## src/rtl/apb_master_pkg.sv

```systemverilog
// Shared types and constants for the APB master bridge: FSM states, the
// registered response record and the word-alignment helper.
package apb_master_pkg;

  localparam int ADDR_ALIGN_BITS = 2;
  localparam int DATA_W          = 32;

  typedef enum logic [1:0] {
    IDLE,
    SETUP,
    ACCESS,
    RESP
  } apb_mst_state_e;

  typedef struct packed {
    logic [DATA_W-1:0] rdata;
    logic              err;
  } apb_mst_rsp_t;

  function automatic logic is_misaligned(input logic [ADDR_ALIGN_BITS-1:0] low_bits);
    return |low_bits;
  endfunction

endpackage

```

## src/rtl/apb_master_watchdog.sv

```systemverilog
// ACCESS-phase timeout counter for the APB master bridge; only instantiated
// when APB_MASTER_TIMEOUT_EN is defined.
module apb_master_watchdog #(
  parameter int TIMEOUT_CYCLES = 255
) (
  input  logic clk,
  input  logic rst,
  input  logic start,
  input  logic busy,
  output logic expired
);

  localparam int              CNT_W = $clog2(TIMEOUT_CYCLES + 1);
  localparam logic [CNT_W-1:0] LIMIT = CNT_W'(TIMEOUT_CYCLES);
  localparam logic [CNT_W-1:0] LAST  = CNT_W'(TIMEOUT_CYCLES - 1);

  logic [CNT_W-1:0] r_count;

  always_ff @(posedge clk or posedge rst) begin
    if (rst) begin
      r_count <= '0;
    end else if (start) begin
      r_count <= '0;
    end else if (busy && (r_count != LIMIT)) begin
      r_count <= r_count + 1'b1;
    end
  end

  // Fires in the stall cycle that takes the count to its limit; busy already
  // excludes PREADY, so a completion in that same cycle takes priority.
  assign expired = busy && (r_count == LAST);

endmodule

```

## src/rtl/apb_master_bridge.sv

```systemverilog
// Single-outstanding core-to-APB master bridge with alignment check.
// Define APB_MASTER_TIMEOUT_EN to add the ACCESS-phase watchdog.
module apb_master_bridge
  import apb_master_pkg::*;
#(
  parameter int APB_AW         = 32,
  parameter int APB_DW         = 32,
  parameter int TIMEOUT_CYCLES = 255
) (
  input  logic              clk,
  input  logic              rst,
  input  logic              req_valid,
  output logic              req_ready,
  input  logic              req_write,
  input  logic [APB_AW-1:0] req_addr,
  input  logic [APB_DW-1:0] req_wdata,
  output logic              rsp_valid,
  input  logic              rsp_ready,
  output logic [APB_DW-1:0] rsp_rdata,
  output logic              rsp_err,
  output logic              PSEL,
  output logic              PENABLE,
  output logic              PWRITE,
  output logic [APB_AW-1:0] PADDR,
  output logic [APB_DW-1:0] PWDATA,
  input  logic [APB_DW-1:0] PRDATA,
  input  logic              PREADY,
  input  logic              PSLVERR
);

  apb_mst_state_e    r_state;
  apb_mst_state_e    w_next;
  logic              r_write;
  logic [APB_AW-1:0] r_addr;
  logic [APB_DW-1:0] r_wdata;
  apb_mst_rsp_t      r_rsp;
  logic              w_accept;
  logic              w_misaligned;
  logic              w_expired;

  assign w_accept     = (r_state == IDLE) && req_valid;
  assign w_misaligned = is_misaligned(req_addr[ADDR_ALIGN_BITS-1:0]);

`ifdef APB_MASTER_TIMEOUT_EN
  logic w_wd_start;
  logic w_wd_busy;

  assign w_wd_start = (r_state == SETUP);
  assign w_wd_busy  = (r_state == ACCESS) && !PREADY;

  apb_master_watchdog #(
    .TIMEOUT_CYCLES(TIMEOUT_CYCLES)
  ) u_watchdog (
    .clk    (clk),
    .rst    (rst),
    .start  (w_wd_start),
    .busy   (w_wd_busy),
    .expired(w_expired)
  );
`else
  // No watchdog: a constant-false expiry, so ACCESS waits for PREADY forever.
  assign w_expired = (TIMEOUT_CYCLES < 0);
`endif

  always_ff @(posedge clk or posedge rst) begin
    if (rst) begin
      r_state <= IDLE;
    end else begin
      r_state <= w_next;
    end
  end

  always_comb begin
    w_next = r_state;
    case (r_state)
      IDLE: begin
        if (req_valid) begin
          w_next = w_misaligned ? RESP : SETUP;
        end
      end
      SETUP: begin
        w_next = ACCESS;
      end
      ACCESS: begin
        if (PREADY || w_expired) begin
          w_next = RESP;
        end
      end
      RESP: begin
        if (rsp_ready) begin
          w_next = IDLE;
        end
      end
      default: begin
        w_next = IDLE;
      end
    endcase
  end

  always_ff @(posedge clk or posedge rst) begin
    if (rst) begin
      r_write <= 1'b0;
      r_addr  <= '0;
      r_wdata <= '0;
    end else if (w_accept) begin
      r_write <= req_write;
      r_addr  <= req_addr;
      r_wdata <= req_wdata;
    end
  end

  // PREADY is checked before the watchdog so a last-moment completion wins.
  always_ff @(posedge clk or posedge rst) begin
    if (rst) begin
      r_rsp <= '0;
    end else if (w_accept && w_misaligned) begin
      r_rsp.rdata <= '0;
      r_rsp.err   <= 1'b1;
    end else if ((r_state == ACCESS) && PREADY) begin
      r_rsp.err   <= PSLVERR;
      r_rsp.rdata <= (!r_write && !PSLVERR) ? PRDATA : '0;
    end else if ((r_state == ACCESS) && w_expired) begin
      r_rsp.rdata <= '0;
      r_rsp.err   <= 1'b1;
    end
  end

  assign req_ready = (r_state == IDLE);
  assign rsp_valid = (r_state == RESP);
  assign PSEL      = (r_state == SETUP) || (r_state == ACCESS);
  assign PENABLE   = (r_state == ACCESS);
  assign PWRITE    = r_write;
  assign PADDR     = r_addr;
  assign PWDATA    = r_wdata;
  assign rsp_rdata = r_rsp.rdata;
  assign rsp_err   = r_rsp.err;

endmodule

```

## config.mk

```make
export PLATFORM = sky130hd
export DESIGN_NAME = apb_master_bridge
export DESIGN_NICKNAME = d
export VERILOG_FILES = /design/src/rtl/apb_master_pkg.sv /design/src/rtl/apb_master_watchdog.sv /design/src/rtl/apb_master_bridge.sv
export SDC_FILE = /design/constraint.sdc
export NUM_CORES = 1
export LEC_CHECK = 0
export ABC_CLOCK_PERIOD_IN_PS = 3900
export BUFFER_PORTS_ARGS = -buffer_cell sky130_fd_sc_hd__buf_2
export CORE_UTILIZATION = 45
export DETAILED_ROUTE_END_ITERATION = 10
export GPL_ROUTABILITY_DRIVEN = 0
export PLACE_DENSITY = 0.84
export SKIP_CTS_REPAIR_TIMING = 1
export SYNTH_ARGS = -nofsm -noshare
export SYNTH_HDL_FRONTEND = slang
export SYNTH_SLANG_ARGS = --single-unit
export TNS_END_PERCENT = 50
```

## constraint.sdc

```tcl
create_clock -name clk -period 3.9 [get_ports clk]
set_clock_uncertainty 0.2 [all_clocks]
set_input_delay 0.78 -clock clk [delete_from_list [all_inputs] [get_ports clk]]
set_output_delay 0.78 -clock clk [all_outputs]
set_load 0.02 [all_outputs]
```

== Word level (Yosys, flattened, before mapping) ==
Cells that the tools add are included.
W data, S select, Z words.

* Memories kept: 0
* RAM bits: 0
* Bits in read-only memories: 0
* Register bits after elaboration: 100
* Input bits: 103
* Bits in latches: 0
* Word-level logic and storage cells: 31

* Shift-type cells: 0
* Div/mod/pow operators: 0
* Reductions and logical operators: 11
* Multiplexer cells: 8
* Add/subtract/negate cells: 0
* Magnitude comparators: 0
* Bitwise gates (word level): 0
* Equality and inequality tests: 6
* Multiply operators: 0

{| class="wikitable"
|+ Operators by type and width
! cell !! count
|-
| $mux W33 || 2
|-
| $mux W32 || 1
|-
| $mux W2 || 4
|-
| $pmux W2 S4 || 1
|-
| $eq A2 B2 Y1 const B || 2
|-
| $logic_and A1 B1 Y1 || 4
|-
| $ne A2 B1 Y1 const B || 2
|-
| $reduce_and A3 Y1 || 1
|-
| $eq A2 B1 Y1 const B || 1
|-
| $logic_not A1 Y1 || 2
|-
| $logic_not A2 Y1 || 1
|-
| $ne A2 B2 Y1 const B || 1
|-
| $reduce_bool A2 Y1 || 1
|-
| $reduce_or A2 Y1 || 1
|-
| $logic_or A1 B1 Y1 || 1
|}

== Depth between registers and ports, before layout ==
* Depth after elaboration: 5
* Gate-level depth with buffers: 7
* Depth with buffers taken out: 5

== Least setup slack after synthesis ==
Ideal clock, no wire load.

* Path kind: input -> register
* From: input req_valid
* To: register r_state[1]
* Path buffers: 0
* Data required time: 3,573 ps
* Setup time: 127 ps
* Arrival time: 1,579 ps
* Setup slack: 1,994 ps
* Cell stages on the path: 3
* Cells stage by stage: inv_1 > a222oi_1 > mux2_1

* Longest elaborated chain between the ends: 2

{| class="wikitable"
|+ RTL lines
! what !! RTL line !! RTL
|-
| start: declaration || apb_master_bridge.sv:12 || <nowiki>input logic req_valid,</nowiki>
|-
| $ne A2 B2 Y1 (no line) || n/a ||
|-
| $reduce_and A3 Y1 (no line) || n/a ||
|-
| end signal: assignment || apb_master_bridge.sv:69 || <nowiki>r_state <= w_next;</nowiki>
|-
| end: declaration || apb_master_bridge.sv:31 || <nowiki>apb_mst_state_e r_state;</nowiki>
|}

Every way passes these cells.
A chain may end at the register's enable or synchronous reset.

== Final worst setup path ==
* From: register r_state[0]
* To: register r_rsp, in the netlist rsp_rdata[25]

* Longest elaborated chain between the ends: 4
* Elaborated cells on any way between the ends: 7

{| class="wikitable"
|+ RTL lines
! what !! RTL line !! RTL
|-
| $logic_not A2 Y1 || apb_master_bridge.sv:41 || <nowiki>assign w_accept = (r_state == IDLE) && req_valid;</nowiki>
|-
| $logic_and A1 B1 Y1 || apb_master_bridge.sv:41 ||
|-
| $logic_and A1 B1 Y1 || apb_master_bridge.sv:116 || <nowiki>end else if (w_accept && w_misaligned) begin</nowiki>
|-
| $mux W33 / $reduce_bool A2 Y1 (equally long branches) || n/a ||
|-
| end: declaration || apb_master_bridge.sv:36 || <nowiki>apb_mst_rsp_t r_rsp;</nowiki>
|}

Parallel ways exist; a longest one is shown, timed or not.

==> reports/metrics.cfg <==
[run_status]
run_status=finished, final reports clean

[power_and_ir_drop]
p_sw_mw=1.811
p_int_mw=2.651
p_seq_frac=0.398
cellLeakagePower_nw=2.730
clkPwrFrac=0.144
combPwrFrac=0.457
p_per_area_mw_per_mm2=869.0
swShare=0.4059
irDropWorstVdd_v=0.0004289

[final_layout]
postLayoutCoreUtil=0.6218
insertedDiodeCount=0
fill_cells=672
multi_input_area_mm2=0.001221
nets=576
syn_to_final_growth_pct=33.29
seq_area_mm2=0.002502
drive_gt1_frac=0.5380

[die]
core_area_mm2=0.008258
die_y_um=94.53
die_w_um=94.53
start_util=0.4665
dieArea_mm2=0.008935
ios=205
num_rows=33

[synthesis]
syn-num-nets=374
async_reset_ff_frac=1.000
synth.yosys.warnings=0
synth-seq-cells=100
synth_common_cells=dfrtp_1, mux2_1, nor2_1
synth_edf_count=0
yosysSeqAreaShare=0.6496
synthCells=268
synth_top_area_share=0.6496
ys_types=19
avgSynthCellArea_um2=14.37
synth_area_leaders=dfrtp_1, mux2_1, mux2_2
ys.flop_type=dfrtp_1
synth_area_leader_cell=dfrtp_1
syn_area_mm2=0.003852
post-synth-top-count-cell=dfrtp_1

[detailed_routing]
drt_iter0_drc=82
viasPerCell=5.028
ant_nets=0
dr.pass1.iters=4
drc=0
wl_per_cell_um=14.89
via_count=2911
wl_um=8619

[clock_network]
path_clk_slew_ps=100
clock_latency_ps=330
cts_buffers=9
h-tree-depth=3
cts_buffer_depth=2
cts_tree=yes
cts_root_buffer=clkbuf_8
clock-sinks=100

[global_routing]
grt_max_degree=76
grt_antenna_before_repair=0
track_usage=0.1946
grt_pass1_vias=2854
grt_overflow=0
grt_pass1_wl_um=13360

[timing]
rsz0062_at_grt=false
worst_slew_pin_slew_ps=1110
hold_violations=0
finalCritPeriodShare=0.6120
slew_violations=0
relSlewSlack=0.2582
fmax_mhz=419.0
setup_viol=0
fin_crit_ps=2387
fin_tns_setup_ps=0

[placement]
hpwl_um=6327
portBuffers=204

[min_path]
holdPathStages=1
worstHoldStart=PWDATA[25]$_DFFE_PP0P_
worstHoldEndpoint=PWDATA[25]$_DFFE_PP0P_
hold_class=flip-flop to flip-flop

[setup_path]
cp.arrival_ps=2450
cp-start-kind=flip-flop
ff2ff_setup_slack_ps=1510
critical_path_peak_fanout=32
cp-end-kind=flip-flop
r2r_cells=5
timing_worst_setup_path_type=flip-flop to flip-flop
reg2reg_to=rsp_rdata[25]$_DFFE_PP0P_
rr_startpoint=r_state[0]$_DFFE_PP0P_
cp.required_ps=3970

[flow_run]
drv_cap=0

## sequential cells by signal, indices dropped and copies added, names as in the netlist
signal     flops
PADDR         32
r_state        2
rsp_rdata     32
rsp_err        1
PWDATA        32
PWRITE         1
## area by class of cell
class	instances	share of cell area
flip-flops and latches	100	0.4873
multi-input cells	145	0.2378
clock inverters	4	0.009747
repair buffers	208	0.2071
well taps	105	0.02558
clock buffers	11	0.02753
inverters	6	0.004873
## logic make-up (layout without fill, tap and decap cells)
family,after synthesis,count (layout),synth area share
AO/OA/AOI/OAI,35,35,0.06755
adder cells (fa/ha/maj),3,3,0.009744
buffers and inverters,23,229,0.03410
flip-flops,100,100,0.6496
multiplexers,68,68,0.1981
AND/OR/NAND/NOR,39,39,0.04092
## power groups by stage
stage / sequential [mW] / clock, mW / combinational [mW]
after floorplan: 2.40 / 0 / 0.743
after global placement: 1.77 / 0 / 2.01
after detailed placement: 1.80 / 0 / 2.06
after CTS: 1.78 / 0.667 / 2.07
after global routing: 1.85 / 0.702 / 2.20
final: 1.78 / 0.644 / 2.04
## critical path: stages, from the launching register on
cell      delay, ps
dfrtp_1         390
inv_1           110
ha_1            310
and4bb_1        980
a22oi_1         140
nor2_1          190
## metrics by stage
step,instance area [um^2],std cells,worst slack (ps),power (mW),hold WS (ps)
after floorplan,3852,268,301.2,3.144,311.6
after global placement,4943,564,1451,3.784,268.6
after detailed placement,4943,564,1395,3.862,275.4
after CTS,5135,579,1501,4.515,297.7
after global routing,5135,579,1316,4.752,309.0
final,5135,579,1513,4.462,291.5
## layer usage
layer	GRT usage	part of all wire	wire length (um)
met2	0.3357	0.50	4276
met3	0.04831	0.074	642
met5	0	0	0
met1	0.2343	0.41	3553
met4	0.07576	0.017	147
## worst max path at each step
stage / slack [ps] / start / to / cells past startpoint
after floorplan: 300 / rst / PADDR[0]$_DFFE_PP0P_ / 1
after global placement: 1450 / PREADY / rsp_err$_DFFE_PP0P_ / 4
after detailed placement: 1390 / PSLVERR / rsp_rdata[24]$_DFFE_PP0P_ / 4
after CTS: 1500 / r_state[0]$_DFFE_PP0P_ / rsp_rdata[24]$_DFFE_PP0P_ / 5
after global routing: 1320 / r_state[0]$_DFFE_PP0P_ / rsp_rdata[10]$_DFFE_PP0P_ / 5
final: 1510 / r_state[0]$_DFFE_PP0P_ / rsp_rdata[25]$_DFFE_PP0P_ / 5
## placed cells by master, fill, tap and decap left out, types with 2 or more instances in the layout
master / n
a22oi_1: 32
buf_2: 204
buf_4: 3
clkbuf_8: 10
clkinvlp_4: 2
dfrtp_1: 100
ha_1: 3
inv_1: 4
mux2_1: 36
mux2_2: 30
mux2i_1: 2
nor2_1: 35
No activity file was read; power rests on OpenSTA's default activity.
